[src/rtl/sd_spi_pkg.sv]
// Shared types and constants for the DivMMC SD-card SPI master.
//   spi_state_t   : FSM states IDLE / LOW / HIGH (the SCK level being driven)
//   SPI_IDLE_DO   : level of mosi between transfers
//   SPI_DUMMY     : byte shifted out by a read (rx_strobe) transfer
//   DIV_W_DEFAULT : default width of the half-period counter
package sd_spi_pkg;
  typedef enum logic [1:0] {
    IDLE = 2'd0,
    LOW  = 2'd1,
    HIGH = 2'd2
  } spi_state_t;

  localparam logic       SPI_IDLE_DO   = 1'b1;
  localparam logic [7:0] SPI_DUMMY     = 8'hFF;
  localparam int         DIV_W_DEFAULT = 7;
endpackage

[src/rtl/sd_spi_master_if.sv]
// Host-side bus of the SD SPI master (DivMMC port-0xEB decode side).
//   tx_strobe : level; rising edge starts a transfer of din
//   rx_strobe : level; rising edge starts a dummy 0xFF transfer
//   din       : byte to send
//   dout      : last fully received byte
//   busy      : transfer in progress
// Modports: master = host decode logic, slave = sd_spi_master.
interface sd_spi_master_if;
  logic       tx_strobe;
  logic       rx_strobe;
  logic [7:0] din;
  logic [7:0] dout;
  logic       busy;

  modport master (output tx_strobe, rx_strobe, din, input dout, busy);
  modport slave  (input tx_strobe, rx_strobe, din, output dout, busy);
endinterface

[src/rtl/sd_spi_baud.sv]
// SCK half-period timer for the SD SPI master.
//   clk, reset_n : clock, asynchronous active-low reset
//   load         : (re)start the period; counter takes div
//   div          : reload value, i.e. half-period in clk cycles minus one
//   tick         : one-cycle pulse when the loaded period has elapsed
// The counter never wraps: after a tick it waits at zero until the next load.
module sd_spi_baud
  import sd_spi_pkg::*;
#(
  parameter int DIV_W = DIV_W_DEFAULT
) (
  input  logic             clk,
  input  logic             reset_n,
  input  logic             load,
  input  logic [DIV_W-1:0] div,
  output logic             tick
);
  logic [DIV_W-1:0] cnt_reg;
  logic             armed_reg;

  // armed_reg keeps the tick to a single cycle once the count has expired.
  assign tick = armed_reg && (cnt_reg == '0);

  always_ff @(posedge clk or negedge reset_n) begin
    if (!reset_n) begin
      cnt_reg   <= '0;
      armed_reg <= 1'b0;
    end else if (load) begin
      cnt_reg   <= div;
      armed_reg <= 1'b1;
    end else if (tick) begin
      armed_reg <= 1'b0;
    end else if (cnt_reg != '0) begin
      cnt_reg <= cnt_reg - 1'b1;
    end
  end
endmodule

[src/rtl/sd_spi_master.sv]
// Byte-wide SPI master (mode 0, MSB first) for the DivMMC SD-card port.
//   clk, reset_n : clock, asynchronous active-low reset
//   bus          : host bus (sd_spi_master_if.slave): tx/rx strobes, din, dout, busy
//   spi_clk      : SD sck
//   spi_do       : SD mosi
//   spi_di       : SD miso
//   slow         : selects DIV_SLOW half-period (only with SD_SPI_SLOW_INIT_EN)
// Optional feature macro: SD_SPI_SLOW_INIT_EN adds the slow port and DIV_SLOW.
// Chip-select is not handled here.
module sd_spi_master
  import sd_spi_pkg::*;
#(
  parameter int DIV_FAST = 2,
`ifdef SD_SPI_SLOW_INIT_EN
  parameter int DIV_SLOW = 64,
`endif
  parameter int DIV_W    = DIV_W_DEFAULT
) (
  input  logic                  clk,
  input  logic                  reset_n,
  sd_spi_master_if.slave        bus,
  output logic                  spi_clk,
  output logic                  spi_do,
`ifdef SD_SPI_SLOW_INIT_EN
  input  logic                  slow,
`endif
  input  logic                  spi_di
);
  spi_state_t       state_reg;
  logic             busy_reg;
  logic             spi_clk_reg;
  logic             spi_do_reg;
  logic [7:0]       dout_reg;
  logic [7:0]       shreg_reg;
  logic [7:0]       rxreg_reg;
  logic [2:0]       bit_cnt_reg;
  logic             done_reg;

  logic [1:0]       strobe_in;
  logic [1:0]       strobe_q_reg;
  logic [1:0]       strobe_rise;
  logic             start;
  logic             accept;
  logic [7:0]       start_data;
  logic             tick;
  logic             baud_load;
  logic [DIV_W-1:0] baud_div;

  // Bit 0 = tx, bit 1 = rx. A strobe held high yields a single rising edge.
  assign strobe_in = {bus.rx_strobe, bus.tx_strobe};

  always_ff @(posedge clk or negedge reset_n) begin
    if (!reset_n) strobe_q_reg <= '0;
    else          strobe_q_reg <= strobe_in;
  end

  for (genvar gi = 0; gi < 2; gi++) begin : g_edge
    assign strobe_rise[gi] = strobe_in[gi] & ~strobe_q_reg[gi];
  end

  // Edges arriving while busy are consumed by the edge detector and dropped.
  assign start      = |strobe_rise;
  assign accept     = start && (state_reg == IDLE);
  assign start_data = strobe_rise[0] ? bus.din : SPI_DUMMY;

  // Reload at start and at every half-period end except the last one.
  assign baud_load = accept || (tick && !(state_reg == HIGH && done_reg));

`ifdef SD_SPI_SLOW_INIT_EN
  logic [DIV_W-1:0] div_start;
  logic [DIV_W-1:0] div_reg;

  assign div_start = slow ? DIV_W'(DIV_SLOW - 1) : DIV_W'(DIV_FAST - 1);

  // slow is latched at the start edge so the whole byte uses one rate.
  always_ff @(posedge clk or negedge reset_n) begin
    if (!reset_n)    div_reg <= DIV_W'(DIV_FAST - 1);
    else if (accept) div_reg <= div_start;
  end

  assign baud_div = accept ? div_start : div_reg;
`else
  assign baud_div = DIV_W'(DIV_FAST - 1);
`endif

  sd_spi_baud #(.DIV_W(DIV_W)) u_baud (
    .clk     (clk),
    .reset_n (reset_n),
    .load    (baud_load),
    .div     (baud_div),
    .tick    (tick)
  );

  always_ff @(posedge clk or negedge reset_n) begin
    if (!reset_n) begin
      state_reg   <= IDLE;
      busy_reg    <= 1'b0;
      spi_clk_reg <= 1'b0;
      spi_do_reg  <= SPI_IDLE_DO;
      dout_reg    <= 8'hFF;
      shreg_reg   <= '0;
      rxreg_reg   <= '0;
      bit_cnt_reg <= '0;
      done_reg    <= 1'b0;
    end else begin
      case (state_reg)
        IDLE: begin
          if (accept) begin
            state_reg   <= LOW;
            busy_reg    <= 1'b1;
            shreg_reg   <= start_data;
            spi_do_reg  <= start_data[7];
            spi_clk_reg <= 1'b0;
            bit_cnt_reg <= '0;
            done_reg    <= 1'b0;
          end
        end
        LOW: begin
          if (tick) begin
            spi_clk_reg <= 1'b1;
            rxreg_reg   <= {rxreg_reg[6:0], spi_di};
            done_reg    <= (bit_cnt_reg == 3'd7);
            state_reg   <= HIGH;
          end
        end
        HIGH: begin
          if (tick) begin
            spi_clk_reg <= 1'b0;
            if (!done_reg) begin
              shreg_reg   <= {shreg_reg[6:0], 1'b0};
              spi_do_reg  <= shreg_reg[6];
              bit_cnt_reg <= bit_cnt_reg + 3'd1;
              state_reg   <= LOW;
            end else begin
              dout_reg   <= rxreg_reg;
              busy_reg   <= 1'b0;
              spi_do_reg <= SPI_IDLE_DO;
              state_reg  <= IDLE;
            end
          end
        end
        default: state_reg <= IDLE;
      endcase
    end
  end

  assign bus.dout = dout_reg;
  assign bus.busy = busy_reg;
  assign spi_clk  = spi_clk_reg;
  assign spi_do   = spi_do_reg;
endmodule
[src/flat_wrapper.sv]
// flat-port wrapper written by rule: the top's interface ports become plain ports
module sd_spi_master_flat import sd_spi_pkg::*;
#(
  parameter int DIV_FAST = 2,

  parameter int DIV_W    = DIV_W_DEFAULT
)
  (clk, reset_n, spi_clk, spi_do, spi_di, bus_tx_strobe, bus_rx_strobe, bus_din, bus_dout, bus_busy);
  sd_spi_master_if bus_i ();
  input  logic clk;
  input  logic reset_n;
  output logic spi_clk;
  output logic spi_do;
  input  logic spi_di;
  input wire logic [$bits(bus_i.tx_strobe)-1:0] bus_tx_strobe;
  input wire logic [$bits(bus_i.rx_strobe)-1:0] bus_rx_strobe;
  input wire logic [$bits(bus_i.din)-1:0] bus_din;
  output wire logic [$bits(bus_i.dout)-1:0] bus_dout;
  output wire logic [$bits(bus_i.busy)-1:0] bus_busy;
  assign bus_i.tx_strobe = bus_tx_strobe;
  assign bus_i.rx_strobe = bus_rx_strobe;
  assign bus_i.din = bus_din;
  assign bus_dout = bus_i.dout;
  assign bus_busy = bus_i.busy;
  sd_spi_master #(.DIV_FAST(DIV_FAST), .DIV_W(DIV_W)) u_core (.clk(clk), .reset_n(reset_n), .bus(bus_i), .spi_clk(spi_clk), .spi_do(spi_do), .spi_di(spi_di));
endmodule
[config.mk]
export PLATFORM = sky130hd
export DESIGN_NAME = sd_spi_master_flat
export DESIGN_NICKNAME = d
export VERILOG_FILES = /design/src/rtl/sd_spi_pkg.sv /design/src/rtl/sd_spi_master_if.sv /design/src/rtl/sd_spi_baud.sv /design/src/rtl/sd_spi_master.sv /design/src/flat_wrapper.sv
export SDC_FILE = /design/constraint.sdc
export NUM_CORES = 1
export LEC_CHECK = 0
export BUFFER_PORTS_ARGS = -buffer_cell sky130_fd_sc_hd__buf_2
export CAP_MARGIN = 20
export CORE_MARGIN = 10
export CORE_UTILIZATION = 51
export CTS_CLUSTER_SIZE = 28
export DETAILED_ROUTE_END_ITERATION = 7
export PLACE_DENSITY = 0.75
export SKIP_CTS_REPAIR_TIMING = 1
export SYNTH_ARGS = -nofsm -noshare
export SYNTH_HDL_FRONTEND = slang
export SYNTH_SLANG_ARGS = --single-unit
[constraint.sdc]
create_clock -name clk -period 1.7 [get_ports clk]
set_input_delay 0.34 -clock clk [delete_from_list [all_inputs] [get_ports clk]]
set_output_delay 0.34 -clock clk [all_outputs]
set_load 0.01 [all_outputs]
* Word level (Yosys, flattened, before mapping)
Index checks and enable logic that the tools add are counted.
Operators by class: add/sub/neg operators 2, equality and inequality tests 9, muxes and demuxes 32, bitwise operators 4, reductions and logical operators 24
Operators with widths (number):
- $mux W7 | 6
- $pmux W7 S2 | 1
- $mux W1 | 12
- $reduce_and A3 Y1 | 4
- $reduce_and A4 Y1 | 3
- $mux W3 | 3
- $mux W8 | 1
- $ne A2 B1 Y1 const B | 4
- $reduce_bool A2 Y1 | 4
- $logic_not A7 Y1 | 1
- $reduce_bool A7 Y1 | 1
- $sub A7 B1 Y7 const B | 1
- $mux W2 | 3
- $pmux W1 S2 | 3
- $pmux W2 S3 | 1
- $pmux W3 S2 | 1
- $logic_and A1 B1 Y1 | 4
- $ne A2 B2 Y1 const B | 2
- $reduce_and A2 Y1 | 2
- $add A3 B1 Y3 const B | 1
- $eq A3 B3 Y1 const B | 1
- $pmux W1 S3 | 1
- $reduce_bool A3 Y1 | 1
- $and A1 B1 Y1 | 2
- 7 further kinds | 8
Word-level totals: register bits after elaboration 42, bits of input ports 13, output and inout port bits 11, logic and storage cells 83

* Longest topological paths before layout
word-level depth 7, gate-level depth with buffers 7, depth with buffers taken out 6

* Hierarchy
A second synthesis with hierarchy kept.
Second synthesis, totals: cells, all modules 161, area, all modules 1999.4 um2
Modules (own cells, without submodules):
- sd_spi_master | times used 1, cells each 114, area each 1514.0 um2, sequential area each 862.1 um2
- sd_spi_baud | times used 1, cells each 47, area each 485.5 um2, sequential area each 200.2 um2

* Worst setup path before layout
OpenSTA, ideal clock, no wires.
path type reg-to-reg, start register u_core.u_baud.cnt_reg[0], end register u_core.u_baud.armed_reg, setup time 0.119 ns, arrival time 1.739 ns, data required time 1.581 ns, slack -0.158 ns, stages on the path, launching flop included 7, path buffers 1, clock period less this slack 1.858 ns, cell sequence dfrtp_1 inv_1 ha_1 or4b_1 or3_1 buf_6 a21o_2
On the way: cells in the longest elaborated chain, start to end 5, elaborated cells on any way between the ends 6, those cells by class mux (1); reduce/logical (5)
RTL lines:
- start: declaration | line sd_spi_baud.sv:18 | logic [DIV_W-1:0] cnt_reg;
- start signal: assignment | line sd_spi_baud.sv:29 | cnt_reg <= div;
- start signal: assignment | line sd_spi_baud.sv:34 | cnt_reg <= cnt_reg - 1'b1;
- $logic_not A7 Y1 * | line sd_spi_baud.sv:22 | assign tick = armed_reg && (cnt_reg == '0);
- $logic_and A1 B1 Y1 * | line sd_spi_baud.sv:22
- $logic_and A1 B1 Y1 | line sd_spi_master.sv:67 | assign baud_load = accept || (tick && !(state_reg == HIGH && done_reg));
- $logic_or A1 B1 Y1 | line sd_spi_master.sv:67
- $mux W1 / $reduce_bool A2 Y1 (equally long branches)
- end signal: assignment | line sd_spi_baud.sv:27 | armed_reg <= 1'b0;
- end signal: assignment | line sd_spi_baud.sv:30 | armed_reg <= 1'b1;
- end signal: assignment | line sd_spi_baud.sv:32 | armed_reg <= 1'b0;
- end: declaration | line sd_spi_baud.sv:19 | logic armed_reg;
Mark *: on every way between the ends. The rest lies on a longest branch, timed or not. A chain may end at the register's enable or synchronous reset.

* Final worst setup path
start register u_core.u_baud.cnt_reg[1], end register u_core.spi_do_reg (netlist: u_core.spi_do)
On the way: cells in the longest elaborated chain, start to end 4
RTL lines:
- $logic_not A7 Y1 | line sd_spi_baud.sv:22
- $logic_and A1 B1 Y1 | line sd_spi_baud.sv:22
- $ne A2 B1 Y1 (no source line)
- $reduce_and A3 Y1 (no source line)
- end signal: assignment | line sd_spi_master.sv:112 | spi_do_reg <= start_data[7];
- end signal: assignment | line sd_spi_master.sv:131 | spi_do_reg <= shreg_reg[6];
- end: declaration | line sd_spi_master.sv:32 | logic spi_do_reg;
No other way between the ends.

==> metrics.txt <==
nets@finish=222; post-synthesis sequential area ratio=0.571; syn nets=167; commonest non-fill, non-tap cells in the layout=dfrtp_1 (33), buf_4 (24), buf_2 (23), mux2_2 (17), inv_1 (13); critical-path maximum fanout=4; final setup vio count=37; WL/cell=15.5 um; clock buffer count from CTS=5; pin count of the biggest net entering global routing=25; crit path time final=1.95 ns; Final Max Slew Viols=0; share of cells above drive strength 1=0.473; Tot GR Track Use=0.124; CP endpoint kind=register; die area=0.00646 sq mm; worst min path class=input port to async pin; row count=21; area growth from synthesis to layout=31.5%; Setup Crit Path Kind=register to register; worst path cell trace=inv_2, ha_4, buf_6, nor4b_4, nand2_2, buf_4, o21ai_1, mux2_2; Async SR Flop Fraction=1.00; H-tree levels=2; setup TNS=-4.98 ns; power per cell area=1630 mW/mm^2; Req. time, crit path=~1.9 ns; CP Depth=8; Clock Latency Late Sink=0.30 ns; Leak=~1.2 nW; CTS max path bufs=2; CP max stage cell=dfrtp_1; final setup margin=-0.247 ns; DP HPWL=2690 um; Syn Inst Count=151; Post-Syn Area=0.00186 sq mm; fin area=about 0.0024 sq mm; area leader, netlist=dfrtp_1; Core ar.=around 0.0034 sq mm; grt ovf=0; TritonCTS clock tree=built; total number of vias=1,325; actual slew at the worst max-slew pin=0.482 ns; first-pass GRT wire length=6400 um; Yosys cell types=36; antenna viol nets, final=0; FF-to-FF path depth=8; crit share post-route=1.15; chip width=between 80 and 90 um; Critical Path AT=between 2 and 2.5 ns; vias in the first global route=1,431; synth top area cells=dfrtp_1 (44%), dfstp_2 (13%), mux2_2 (10%); clk sinks=42; post-synthesis register bit count=42; status=complete, but fails checks; drt first pass iters=4; Worst path max stage delay=0.40 ns; Max Cap Violations=0; die height=80.4 um; Slew HR=0.679; highest clock rate=between 500 and 600 MHz; I/O pin count=24; placed cell area=0.00220 sq mm; Top FF cell, synth=dfrtp_1; Bufs and invs on worst path=3; RSZ-0062 raised after global routing=true; gpl congestion=0.819; Synth top area share=0.444; initial DRC count=74; Antenna Cells=0; violations in the final reports=hold timing, setup timing; via/cell ratio=5.24; crit-path leading delay family=simple AND/OR/NAND/NOR gates; Clock transition at path regs=about 0.08 ns; initial antenna violation count=0; # fillers=235; Mapped Avg Cell Area=12.3 sq um; Final Routed Wirelength=3930 um; Syn. warnings=0; port buffer count=23; DRC violations left=0; CTS root buf=clkbuf_8; WHS=-0.0159 ns; Post-synth EDFFs=0; final hold vios=18; Worst Clk Skew=0.00915 ns; commonest non-fill, non-tap cell in the layout=dfrtp_1; Setup crit start kind=register; peak supply drop=0.897 mV; Starting Density=0.541
worst reg2reg max path, delay by kind of cell, from the launching register on:
| kind | cells | cell delay (ns) |
|---|---|---|
| AOI/OAI and AO/OA | 1 | 0.19 |
| and+or+nand+nor | 2 | 0.46 |
| adders and majority gates | 1 | 0.13 |
| muxes | 1 | 0.36 |
| buffers and inverters | 3 | 0.36 |
| DFF | 1 | 0.40 |
kinds of logic (layout without fill, tap and decap cells):
family          Yosys count  in the layout  share of synthesized area
simple gates             34             34                      0.114
flops                    42             42                      0.571
compound gates           28             28                      0.108
fa+ha+maj                 3              3                     0.0202
buf+inv                  19             75                     0.0424
mux                      24             24                      0.141
xor+xnor                  1              1                    0.00471
metrics by stage:
step                worst slack, ns  cells  total power [mW]  utilization
floorplan                    -0.148    151              2.30            -
global placement             -0.144    236              2.71        0.639
detailed placement           -0.223    236              2.79        0.639
CTS                          -0.238    244              3.73        0.679
global route                 -0.353    253              4.23        0.711
finish                       -0.247    253              3.98        0.711
synthesized netlist by cell type (3+ instances only):
cell	count
mux2i_1	7
o21ai_1	3
a21oi_1	4
o21ai_0	3
o22ai_1	9
dfrtp_1	33
nand2b_1	3
ha_1	3
inv_1	15
mux2_2	17
nor2b_1	4
nor2_1	4
clkbuf_1	3
nand2_1	10
dfstp_2	9
per-layer routing:
metal,vias up,GRT usage,part of all wire
li1,643,-,-
met1,656,0.137,0.42
met2,20,0.205,0.52
met3,6,0.0445,0.048
met4,0,0.0599,0.015
met5,-,0,0
power breakdown:
| group | total (mW) | switching (mW) | internal [mW] |
|---|---|---|---|
| clock | 0.946 | 0.358 | 0.588 |
| sequential | 1.51 | 0.205 | 1.31 |
| combinational | 1.52 | 0.683 | 0.841 |
area by class of cell:
class	instances	area, sq um	area share
clock buffers	5	68.8	0.0281
clock inverters	3	68.8	0.0281
inverters	15	56.3	0.0230
multi-input cells	90	754	0.308
flip-flops and latches	42	1060	0.434
well taps	46	57.6	0.0235
repair buffers	52	378	0.154
path summary, 6_finish.rpt:
path	to	from	slack (ns)
setup / recovery	u_core.spi_do	u_core.u_baud.cnt_reg[1]	-0.25
hold / removal	u_core.shreg_reg[3]	reset_n	-0.02
setup reg to reg	u_core.spi_do	u_core.u_baud.cnt_reg[1]	-0.25
hold reg to reg	u_core.bit_cnt_reg[0]	u_core.bit_cnt_reg[0]	0.49
max in group asynchronous	u_core.bus.dout[3]	reset_n	1.15
min in group clk	u_core.strobe_q_reg[0]	bus_tx_strobe	0.16
Power figures use the tool's default switching activity.
